==> config.mk <==
export PLATFORM = sky130hd
export DESIGN_NAME = vend_actuator_seq
export DESIGN_NICKNAME = d
export VERILOG_FILES = /design/src/rtl/vend_actuator_seq_pkg.sv /design/src/rtl/vend_actuator_seq_edge.sv /design/src/rtl/vend_actuator_seq.sv
export SDC_FILE = /design/constraint.sdc
export NUM_CORES = 1
export LEC_CHECK = 0
export CAP_MARGIN = 20
export CORE_MARGIN = 5
export CORE_UTILIZATION = 45
export CTS_BUF_LIST = sky130_fd_sc_hd__clkbuf_4 sky130_fd_sc_hd__clkbuf_8
export DETAILED_ROUTE_END_ITERATION = 7
export PLACE_DENSITY_LB_ADDON = 0.12
export SYNTH_ARGS = -nofsm -noshare
export SYNTH_HDL_FRONTEND = slang
export SYNTH_SLANG_ARGS = --single-unit
==> constraint.sdc <==
create_clock -name clk -period 4.5 [get_ports clk]
set_input_delay 0.45 -clock clk [delete_from_list [all_inputs] [get_ports clk]]
set_output_delay 0.45 -clock clk [all_outputs]
set_load 0.01 [all_outputs]
==> src/rtl/vend_actuator_seq_pkg.sv <==
`default_nettype none
// +-----------------------------------------------------------------+
// | vend_actuator_seq_pkg: actuator sequencer states, counter width |
// | Rev 1.0                                                         |
// +-----------------------------------------------------------------+
package vend_actuator_seq_pkg;

   localparam int CNT_W = 8;

   typedef enum logic [1:0] {
      ST_IDLE     = 2'd0,
      ST_DISPENSE = 2'd1,
      ST_CHANGE   = 2'd2,
      ST_GAP      = 2'd3
   } act_state_t;

   // Saturating increment: sticks at all-ones instead of wrapping.
   function automatic logic [CNT_W-1:0] sat_inc(input logic [CNT_W-1:0] v);
      return (v == '1) ? v : v + CNT_W'(1);
   endfunction

endpackage
`default_nettype wire

==> src/rtl/vend_actuator_seq_edge.sv <==
`default_nettype none
// +-----------------------------------------------------------------+
// | edge_pulse: 1-bit rising-edge detector                          |
// | Rev 1.0                                                         |
// +-----------------------------------------------------------------+
module edge_pulse (
   input  logic clk,
   input  logic rst,
   input  logic d,
   output logic rise
);

   logic r_q;

   // Reset loads the live input so a level already high at release is not an edge.
   always_ff @(posedge clk) begin
      if (!rst) r_q <= d;
      else      r_q <= d;
   end

   assign rise = d & ~r_q;

endmodule
`default_nettype wire

==> src/rtl/vend_actuator_seq.sv <==
`default_nettype none
// +-----------------------------------------------------------------+
// | vend_actuator_seq: dispense/change solenoid pulse sequencer     |
// | Rev 1.0                                                         |
// +-----------------------------------------------------------------+
module vend_actuator_seq
   import vend_actuator_seq_pkg::*;
#(
   parameter int PULSE_LEN = 4,
   parameter int GAP_LEN   = 2
) (
   input  logic             clk,
   input  logic             rst,
   input  logic             s,
   input  logic             r,
   output logic             disp_drv,
   output logic             chg_drv,
   output logic             busy,
   output logic [CNT_W-1:0] sales_cnt,
   output logic [CNT_W-1:0] chg_cnt,
   output logic             overrun
);

   localparam logic [CNT_W-1:0] C_PULSE_LAST = CNT_W'(PULSE_LEN - 1);
   localparam logic [CNT_W-1:0] C_GAP_LAST   = CNT_W'(GAP_LEN - 1);

   act_state_t       r_state;
   act_state_t       w_next;
   logic [CNT_W-1:0] r_cnt;
   logic             r_pend_s;
   logic             r_pend_r;
   logic             w_s_rise;
   logic             w_r_rise;
   logic             w_s_start;
   logic             w_r_start;

   edge_pulse u_edge_s (.clk(clk), .rst(rst), .d(s), .rise(w_s_rise));
   edge_pulse u_edge_r (.clk(clk), .rst(rst), .d(r), .rise(w_r_rise));

   always_comb begin
      w_next = r_state;
      case (r_state)
         ST_IDLE: begin
            if (w_s_rise || r_pend_s)      w_next = ST_DISPENSE;
            else if (w_r_rise || r_pend_r) w_next = ST_CHANGE;
         end
         ST_DISPENSE, ST_CHANGE: begin
            if (r_cnt == C_PULSE_LAST) w_next = ST_GAP;
         end
         ST_GAP: begin
            if (r_cnt == C_GAP_LAST) begin
               if (r_pend_s)      w_next = ST_DISPENSE;
               else if (r_pend_r) w_next = ST_CHANGE;
               else               w_next = ST_IDLE;
            end
         end
         default: w_next = ST_IDLE;
      endcase
   end

   assign w_s_start = (w_next == ST_DISPENSE) && (r_state != ST_DISPENSE);
   assign w_r_start = (w_next == ST_CHANGE)   && (r_state != ST_CHANGE);

   always_ff @(posedge clk) begin
      if (!rst) begin
         r_state   <= ST_IDLE;
         r_cnt     <= '0;
         r_pend_s  <= 1'b0;
         r_pend_r  <= 1'b0;
         disp_drv  <= 1'b0;
         chg_drv   <= 1'b0;
         busy      <= 1'b0;
         sales_cnt <= '0;
         chg_cnt   <= '0;
         overrun   <= 1'b0;
      end else begin
         r_state  <= w_next;
         r_cnt    <= (w_next != r_state || r_state == ST_IDLE) ? '0 : r_cnt + CNT_W'(1);
         disp_drv <= (w_next == ST_DISPENSE);
         chg_drv  <= (w_next == ST_CHANGE);
         busy     <= (w_next != ST_IDLE);
         // A rise with its buffer already full is dropped, even if the buffer drains this cycle.
         r_pend_s <= w_s_start ? 1'b0 : (r_pend_s | w_s_rise);
         r_pend_r <= w_r_start ? 1'b0 : (r_pend_r | w_r_rise);
         overrun  <= overrun | (w_s_rise & r_pend_s) | (w_r_rise & r_pend_r);
         if (w_s_start) sales_cnt <= sat_inc(sales_cnt);
         if (w_r_start) chg_cnt   <= sat_inc(chg_cnt);
      end
   end

endmodule
`default_nettype wire

==> impl_metrics.ini, run 1 <==
[synth]
yosysUniqueCellTypes = 50
synth-edff-count = 0
ys.flop_type = dfxtp_1
yosysTopAreaCell = dfxtp_1
yosys_warnings = 0
ys_async_sr_fraction = 0
avgSynthCellArea_um2 = 9.092
synth-seq-cells = 34
synth_cells = 191
syn-cell-area_mm2 = 0.001737
synth_top_area_frac = 0.3919
synth_common_cells = 34 x dfxtp_1, 19 x nand2_1, 14 x nor3_1, 12 x nand3_1, 12 x nor2_1
syn_nets = 203
yosys-top-cells-area = dfxtp_1 39%, ha_1 5.8%, mux2i_1 4.6%
synth.most_common_cell = dfxtp_1
seq_area_frac_synth = 0.3919

[worst_setup_path]
crit_end = sales_cnt[6]$_SDFFE_PN0P_
cp_data_required_time_ns = 4.68
critPathKind = reg2reg
crit_path_start_kind = flop
r2r_end = sales_cnt[6]$_SDFFE_PN0P_
arrival_ns = 2.92
reg2reg_depth = 8
end_kind = flop
timing.rr.start = r_state[0]$_SDFF_PN0_
r2r_slack_ns = 1.76
crit_path_start = r_state[0]$_SDFF_PN0_
worstPathMaxFanout = 12

[clock_network]
post_cts_resized = 0
htree_levels = 2
holdBufCountCts = 0
clkSlewWorstSetupHoldPaths_ns = 0.07
cts_sinks = 34
cts_setup_buffers = 0
worstSkewPairLatency_ns = 0.28
cts_buffers = 5
cts_tree = built
cts_buffer_depth = 2
cts_root_buf = clkbuf_8

[die]
die_x_um = 72.12
core-area_mm2 = 0.003689
io_pins = 24
dieArea_mm2 = 0.005201
start_util = 0.4708
core.rowCount = 22
fp.dieH_um = 72.12

[placed_design]
io_buffers = 23
place.gp.congestion = 0.8215
postPlaceCellArea_mm2 = 0.001999
dp.cells = 256
hpwlAfterDp_mm = 2.503

[global_routing]
grt.total_usage = 0.1429
grt_antenna_before_repair = 0
grt_util_met1 = 0.1787
grt_start_max_net_pins = 24
grt.met2_usage = 0.2305
grt_pass1_wl_mm = 5.989
grt_pass1_vias = 1417
grt_overflow = 0
grt-busiest-layer = met2
met3_usage = 0.04155

[layout]
fin_nets = 227
stdcell_count = 264
syn_to_final_growth_pct = 20.61
drive_gt1_frac = 0.09259
diodes = 0
final_area_mm2 = 0.002095

[status]
status = finished clean

[worst_hold_path]
hp-class = reg2reg

[routing]
via_per_inst = 5.576
dr.pass1.iters = 4
postRouteAntennaNets = 0
vias = 1472
routedWlPerCell_um = 13.24
drt_iter0_drc = 96
drc = 0
totalWireLength_mm = 3.495

[timing]
period_share = 0.6079
min_period_ns = 2.735
setup-tns-final_ns = 0
setup_viol = 0
finalMaxSlewViolations = 0
slew_headroom = 0.4243
skew_ns = 0.003374
worst_slew_pin_slew_ns = 0.8564
hold_violations = 0
fmax_mhz = 365.6
rsz0062_at_grt = no

[power_and_ir_drop]
powerDensity_mw_per_mm2 = 427.4
p_leak_nw = 0.7661
vdd_drop_max_mv = 0.3157

[job]
maxCapViolations = 0
critical path, stage by stage, from the launching register on:
cell and delay (ns):
dfxtp_1 0.49, inv_1 0.12, ha_1 0.38, a21o_1 0.14, a311o_1 0.20, nand3_2 0.14, nor4_2 0.67, a41oi_1 0.22
a311oi_1 0.30
layer usage:
| layer | vias up | wire, µm |
|---|---|---|
| met4 | 0 | 52 |
| met5 | - | 0 |
| met3 | 7 | 143 |
| li1 | 740 | - |
| met1 | 692 | 1628 |
| met2 | 33 | 1671 |
placed cells by master, fill, tap and decap left out, drive strengths merged, types with 2 or more instances in the layout:
| master | n |
|---|---|
| dfxtp | 34 |
| clkdlybuf4s50 | 23 |
| nand2 | 19 |
| nor3 | 14 |
| nand3 | 14 |
| nor2 | 12 |
| mux2i | 9 |
| nand2b | 8 |
| ha | 8 |
| clkbuf | 7 |
| and3 | 6 |
| inv | 6 |
| xnor2 | 5 |
| o21ai | 5 |
| a21oi | 4 |
| nor4 | 4 |
| xor2 | 3 |
| nor2b | 2 |
| nand4 | 2 |
| a311o | 2 |
| a41oi | 2 |
| nand4b | 2 |
| o221a | 2 |
| and4b | 2 |
| o31ai | 2 |
| or4 | 2 |
| or4b | 2 |
stage by stage:
step | utilization | power (mW) | worst slack, ns | hold slack [ns]
CTS | 0.5678 | 0.9075 | 1.790 | 0.4909
detailed placement | 0.5421 | 0.6690 | 1.633 | 0.4790
finish | 0.5678 | 0.8952 | 1.765 | 0.4891
global placement | 0.5421 | 0.6616 | 1.749 | 0.4644
floorplan | - | 0.5863 | 2.255 | 0.4777
global route | 0.5678 | 0.9560 | 1.509 | 0.5034
report_power, final:
| group | switching [mW] | leakage [nW] | internal, mW |
|---|---|---|---|
| Combinational | 0.164 | 0.438 | 0.128 |
| Clock | 0.103 | 0.0517 | 0.129 |
| Sequential | 0.0360 | 0.276 | 0.335 |
| Total | 0.303 | 0.766 | 0.592 |
how the worst min path moves through the flow:
stage | start | depth (start not counted) | to | slack [ns]
6_report | overrun$_SDFF_PN0_ | 2 | overrun$_SDFF_PN0_ | 0.49
5_1_grt | sales_cnt[1]$_SDFFE_PN0P_ | 2 | sales_cnt[1]$_SDFFE_PN0P_ | 0.50
4_1_cts | sales_cnt[1]$_SDFFE_PN0P_ | 2 | sales_cnt[1]$_SDFFE_PN0P_ | 0.49
3_5_place_dp | sales_cnt[1]$_SDFFE_PN0P_ | 2 | sales_cnt[1]$_SDFFE_PN0P_ | 0.48
3_3_place_gp | sales_cnt[5]$_SDFFE_PN0P_ | 2 | sales_cnt[5]$_SDFFE_PN0P_ | 0.46
2_1_floorplan | r | 0 | u_edge_r.r_q$_DFF_P_ | 0.48
registers in the layout, indices dropped and copies added, names as in the netlist:
name          cells
busy              1
u_edge_s.r_q      1
chg_drv           1
r_pend_s          1
disp_drv          1
u_edge_r.r_q      1
r_pend_r          1
r_state           2
chg_cnt           8
r_cnt             8
sales_cnt         8
overrun           1
area by class of cell:
class                           count  area (µm²)
Inverter                            6       22.52
Clock buffer                        7       90.09
Multi-Input combinational cell    145        1006
Fill cell                         344        1594
Tap cell                           48       60.06
Sequential cell                    34       680.7
Timing Repair Buffer               23       230.2
Clock inverter                      1       5.005
cell families after synthesis:
family / Yosys count / share of synthesized area
and+or+nand+nor: 94 / 0.3084
DFF: 34 / 0.3919
AOI/OAI and AO/OA: 26 / 0.1138
buffers and inverters: 12 / 0.02881
muxes: 9 / 0.05908
xor gates and xnor gates: 8 / 0.04035
adders and majority gates: 8 / 0.05764
Power figures use the tool's default switching activity.
==> inputs of run 2 (changes only) <==
==> constraint.sdc (replaced) <==
create_clock -name clk -period 2.8 [get_ports clk]
set_input_delay 0.28 -clock clk [delete_from_list [all_inputs] [get_ports clk]]
set_output_delay 0.28 -clock clk [all_outputs]
set_load 0.01 [all_outputs]
==> impl_metrics.ini, run 2 (synthesized netlist as in run 1, its figures left out) <==
[worst_setup_path]
end_kind = flop
reg2reg_depth = 8
worstPathMaxFanout = 13
path_cells = inv_1 > ha_1 > a21o_1 > a311o_1 > nand3_2 > o21ai_2 > or4_1 > a21oi_1
crit_path_start_kind = flop
arrival_ns = 2.78
max_stage_delay_ns = 0.54
critPathKind = reg2reg
crit_slowest_cell = or4_1
cp_data_required_time_ns = 3.01

[layout]
final_common_cell = dfxtp_1
multi_input_area_mm2 = 0.001006
reg.largest.list = chg_cnt: 8 flops, r_cnt: 8 flops, sales_cnt: 8 flops
utilization = 0.5739
diodes = 0
most-common-layout-cells = 34 x dfxtp_1, 23 x clkdlybuf4s50_1, 19 x nand2_1
syn_to_final_growth_pct = 21.90
drive_gt1_frac = 0.1050
register_area_um2 = 680.7
fillers = 324
fin_nets = 230
final_area_mm2 = 0.002117

[die]
die_x_um = 72.12
start_util = 0.4708
core-area_mm2 = 0.003689
io_pins = 24
dieArea_mm2 = 0.005201
fp.dieH_um = 72.12
core.rowCount = 22

[timing]
min_period_ns = 2.566
skew_ns = 0.007406
slew_headroom = 0.6675
hold_violations = 0
hold_slack_ns = 0.4653
setup_viol = 0
finalMaxSlewViolations = 0
worst_slew_pin_slew_ns = 0.4987
setup-tns-final_ns = 0
rsz0062_at_grt = no
fmax_mhz = 389.7
period_share = 0.9165

[routing]
dr.pass1.iters = 6
via_per_inst = 5.446
postRouteAntennaNets = 0
totalWireLength_mm = 3.581
drc = 0
vias = 1454
routedWlPerCell_um = 13.41
drt_iter0_drc = 106

[clock_network]
holdBufCountCts = 0
cts_sinks = 34
worstSkewPairLatency_ns = 0.28
cts_root_buf = clkbuf_8
cts_tree = built
post_cts_resized = 0
cts_buffers = 5
clkSlewWorstSetupHoldPaths_ns = 0.07
cts_buffer_depth = 2
htree_levels = 2
cts_setup_buffers = 0

[global_routing]
grt_pass1_wl_mm = 6.265
grt_overflow = 0
grt_antenna_before_repair = 0
grt_start_max_net_pins = 23
grt.total_usage = 0.1511
grt_pass1_vias = 1423

[placed_design]
hpwlAfterDp_mm = 2.574
place.gp.congestion = 0.7972
postPlaceCellArea_mm2 = 0.002022
io_buffers = 23

[worst_hold_path]
holdPathStages = 1
hp-class = in2reg

[power_and_ir_drop]
power_mw = 1.466
powerDensity_mw_per_mm2 = 692.7
p_leak_nw = 0.7766
vdd_drop_max_mv = 0.4318

[status]
status = finished clean

[job]
maxCapViolations = 0
==> run 2: changes by cell type in the layout (fill, tap and decap cells not counted) <==
cell,change
clkinvlp_4,+1
clkbuf_4,-1
buf_4,+3
==> run 2: worst paths after layout <==
| check | start | endpoint | slack (ns) |
|---|---|---|---|
| min | s | u_edge_s.r_q$_DFF_P_ | 0.47 |
| max reg2reg | r_state[0]$_SDFF_PN0_ | chg_cnt[4]$_SDFFE_PN0P_ | 0.23 |
| max | r_state[0]$_SDFF_PN0_ | chg_cnt[4]$_SDFFE_PN0P_ | 0.23 |
| min reg2reg | sales_cnt[1]$_SDFFE_PN0P_ | sales_cnt[1]$_SDFFE_PN0P_ | 0.49 |
==> run 2: report_power, final <==
group          leakage, nW  total (mW)  internal [mW]  switching (mW)
registers            0.276       0.596          0.538          0.0578
clock network       0.0472       0.375          0.197           0.178
logic                0.453       0.495          0.228           0.267
==> run 2: layout make-up <==
| type | count | area share |
|---|---|---|
| timing repair buffer | 26 | 0.1194 |
| multi-input combinational | 145 | 0.4752 |
| inverter | 6 | 0.01064 |
| clock buffer | 6 | 0.03901 |
| tap | 48 | 0.02837 |
| clock inverter | 2 | 0.005910 |
| sequential | 34 | 0.3215 |
==> run 2: metal layers <==
layer	up-vias	track usage	wire length, µm
met5	-	0	0
met4	0	0.05010	48
met3	6	0.04571	142
met2	25	0.2508	1686
met1	675	0.1858	1703
li1	748	-	-
==> run 2: per-stage QoR <==
step                setup slack (ns)  cells
finish                        0.2337    267
global route                 0.07068    267
CTS                           0.2341    267
detailed placement            0.2532    259
global placement              0.3621    259
floorplan                     0.5547    191
==> run 2: critical path, delay by kind of cell, from the launching register on <==
kind,cells,cell delay (ns)
flops,1,0.47
simple gates,2,0.67
buf+inv,1,0.10
fa+ha+maj,1,0.36
compound gates,4,0.88
==> inputs of run 3 (changes only) <==
--- a/config.mk
+++ b/config.mk
@@ -11,6 +11,7 @@
 export CTS_BUF_LIST = sky130_fd_sc_hd__clkbuf_4 sky130_fd_sc_hd__clkbuf_8
 export DETAILED_ROUTE_END_ITERATION = 7
 export PLACE_DENSITY_LB_ADDON = 0.12
+export SETUP_SLACK_MARGIN = 0.5
 export SYNTH_ARGS = -nofsm -noshare
 export SYNTH_HDL_FRONTEND = slang
 export SYNTH_SLANG_ARGS = --single-unit
==> impl_metrics.ini, run 3 (synthesized netlist as in run 1, its figures left out) <==
[routing]
totalWireLength_mm = 3.868
dr.pass1.iters = 7
via_per_inst = 5.476
postRouteAntennaNets = 0
routedWlPerCell_um = 14.07
vias = 1506
drc = 0
drt_iter0_drc = 118

[timing]
setup-tns-final_ns = 0
skew_ns = 0.006582
period_share = 0.7877
slew_headroom = 0.6874
fmax_mhz = 453.4
worst_slew_pin_slew_ns = 0.4679
rsz0062_at_grt = no
setup_viol = 0
finalMaxSlewViolations = 0
hold_violations = 0
min_period_ns = 2.206

[clock_network]
clkSlewWorstSetupHoldPaths_ns = 0.07
worstSkewPairLatency_ns = 0.28
htree_levels = 2
cts_sinks = 34
cts_buffer_depth = 2
cts_buffers = 5
cts_root_buf = clkbuf_8
cts_tree = built

[die]
core.rowCount = 22
core-area_mm2 = 0.003689
io_pins = 24
start_util = 0.4708
dieArea_mm2 = 0.005201
fp.dieH_um = 72.12
die_x_um = 72.12

[worst_setup_path]
crit_path_start_kind = flop
worstPathMaxFanout = 7
crit_path_start = r_state[1]$_SDFF_PN0_
r2r_slack_ns = 0.59
arrival_ns = 2.42
timing.rr.start = r_state[1]$_SDFF_PN0_
critPathKind = reg2reg
cp_data_required_time_ns = 3.01
end_kind = flop

[power_and_ir_drop]
p_comb_frac = 0.393
p_int_mw = 1.044
powerDensity_mw_per_mm2 = 717.6
switchingPower_mw = 0.5626
vdd_drop_max_mv = 0.4695
p_clk_frac = 0.235
p_leak_nw = 0.8258
swShare = 0.3502
pwr-share-seq = 0.372
power_mw = 1.606

[placed_design]
hpwlAfterDp_mm = 2.574
io_buffers = 23
place.gp.congestion = 0.7972

[layout]
reg.largest.list = chg_cnt: 8 flops, r_cnt: 8 flops, sales_cnt: 8 flops
fin_nets = 238
syn_to_final_growth_pct = 28.89
diodes = 0
most-common-layout-cells = 30 x dfxtp_1, 23 x clkdlybuf4s50_1, 19 x nand2_1
drive_gt1_frac = 0.1806
utilization = 0.6069
final_common_cell = dfxtp_1

[global_routing]
grt_pass1_wl_mm = 6.479
grt_pass1_vias = 1455
grt_antenna_before_repair = 0
grt.total_usage = 0.1569
grt_overflow = 0
grt_start_max_net_pins = 23

[worst_hold_path]
min-delay-start = s
hp-class = in2reg

[status]
status = finished clean

[job]
maxCapViolations = 0
-- run 3: changes by cell type in the layout (fill, tap and decap cells not counted), sizes merged --
cell / previous run / this run
buf: 3 / 11
-- run 3: worst max-delay path: stages, from the launching register on --
cell	delay (ns)
dfxtp_4	0.39
inv_2	0.06
ha_4	0.23
a21o_1	0.17
a311o_1	0.40
nand3_4	0.13
o21ai_4	0.10
or4_1	0.50
a21oi_1	0.14
-- run 3: area by class of cell --
type	count	area, µm²
Fill cell	316	1450
Multi-Input combinational cell	145	1056
Clock buffer	6	82.58
Tap cell	48	60.06
Timing Repair Buffer	34	314.1
Inverter	6	22.52
Clock inverter	2	12.51
Sequential cell	34	690.7
-- run 3: path summary, 6_finish.rpt --
path | end | cells after the start
worst max register to register | chg_cnt[4]$_SDFFE_PN0P_ | 8
worst min-delay path | u_edge_s.r_q$_DFF_P_ | 1
worst min register to register | sales_cnt[1]$_SDFFE_PN0P_ | 2
worst max-delay path | chg_cnt[4]$_SDFFE_PN0P_ | 8
-- run 3: layer usage --
| metal | vias up | GRT usage | wire, µm |
|---|---|---|---|
| li1 | 765 | - | - |
| met1 | 716 | 0.1891 | 1844 |
| met2 | 19 | 0.2669 | 1871 |
| met3 | 6 | 0.04571 | 104 |
| met4 | 0 | 0.05010 | 48 |
| met5 | - | 0 | 0 |
-- run 3: through the flow --
stage                     setup slack (ns)  instance area, µm²  instances  hold WS, ns
after floorplan                     0.5547                1737        191       0.3077
after global placement              0.3621                2022        259       0.4621
after global routing                0.4846                2238        275       0.4644
after detailed placement            0.2532                2022        259       0.4819
final                               0.5944                2238        275       0.4633
after CTS                           0.5377                2182        271       0.4610
-- run 3: timing repair --
item / 4_1_cts / 5_1_grt
hold buffers: 0 / 0
endpoints found under the setup margin: 15 / 12
buffers inserted: 4 / 3
pin swaps: 0 / 3
gates cloned: 0 / 1
gates resized for setup: 7 / 10
-- run 3: power by group through the flow --
| stage | clock, mW | sequential [mW] | combinational [mW] |
|---|---|---|---|
| floorplan | 0 | 0.610 | 0.332 |
| global placement | 0 | 0.600 | 0.485 |
| detailed placement | 0 | 0.606 | 0.497 |
| CTS | 0.389 | 0.600 | 0.564 |
| global route | 0.413 | 0.605 | 0.683 |
| finish | 0.377 | 0.597 | 0.632 |
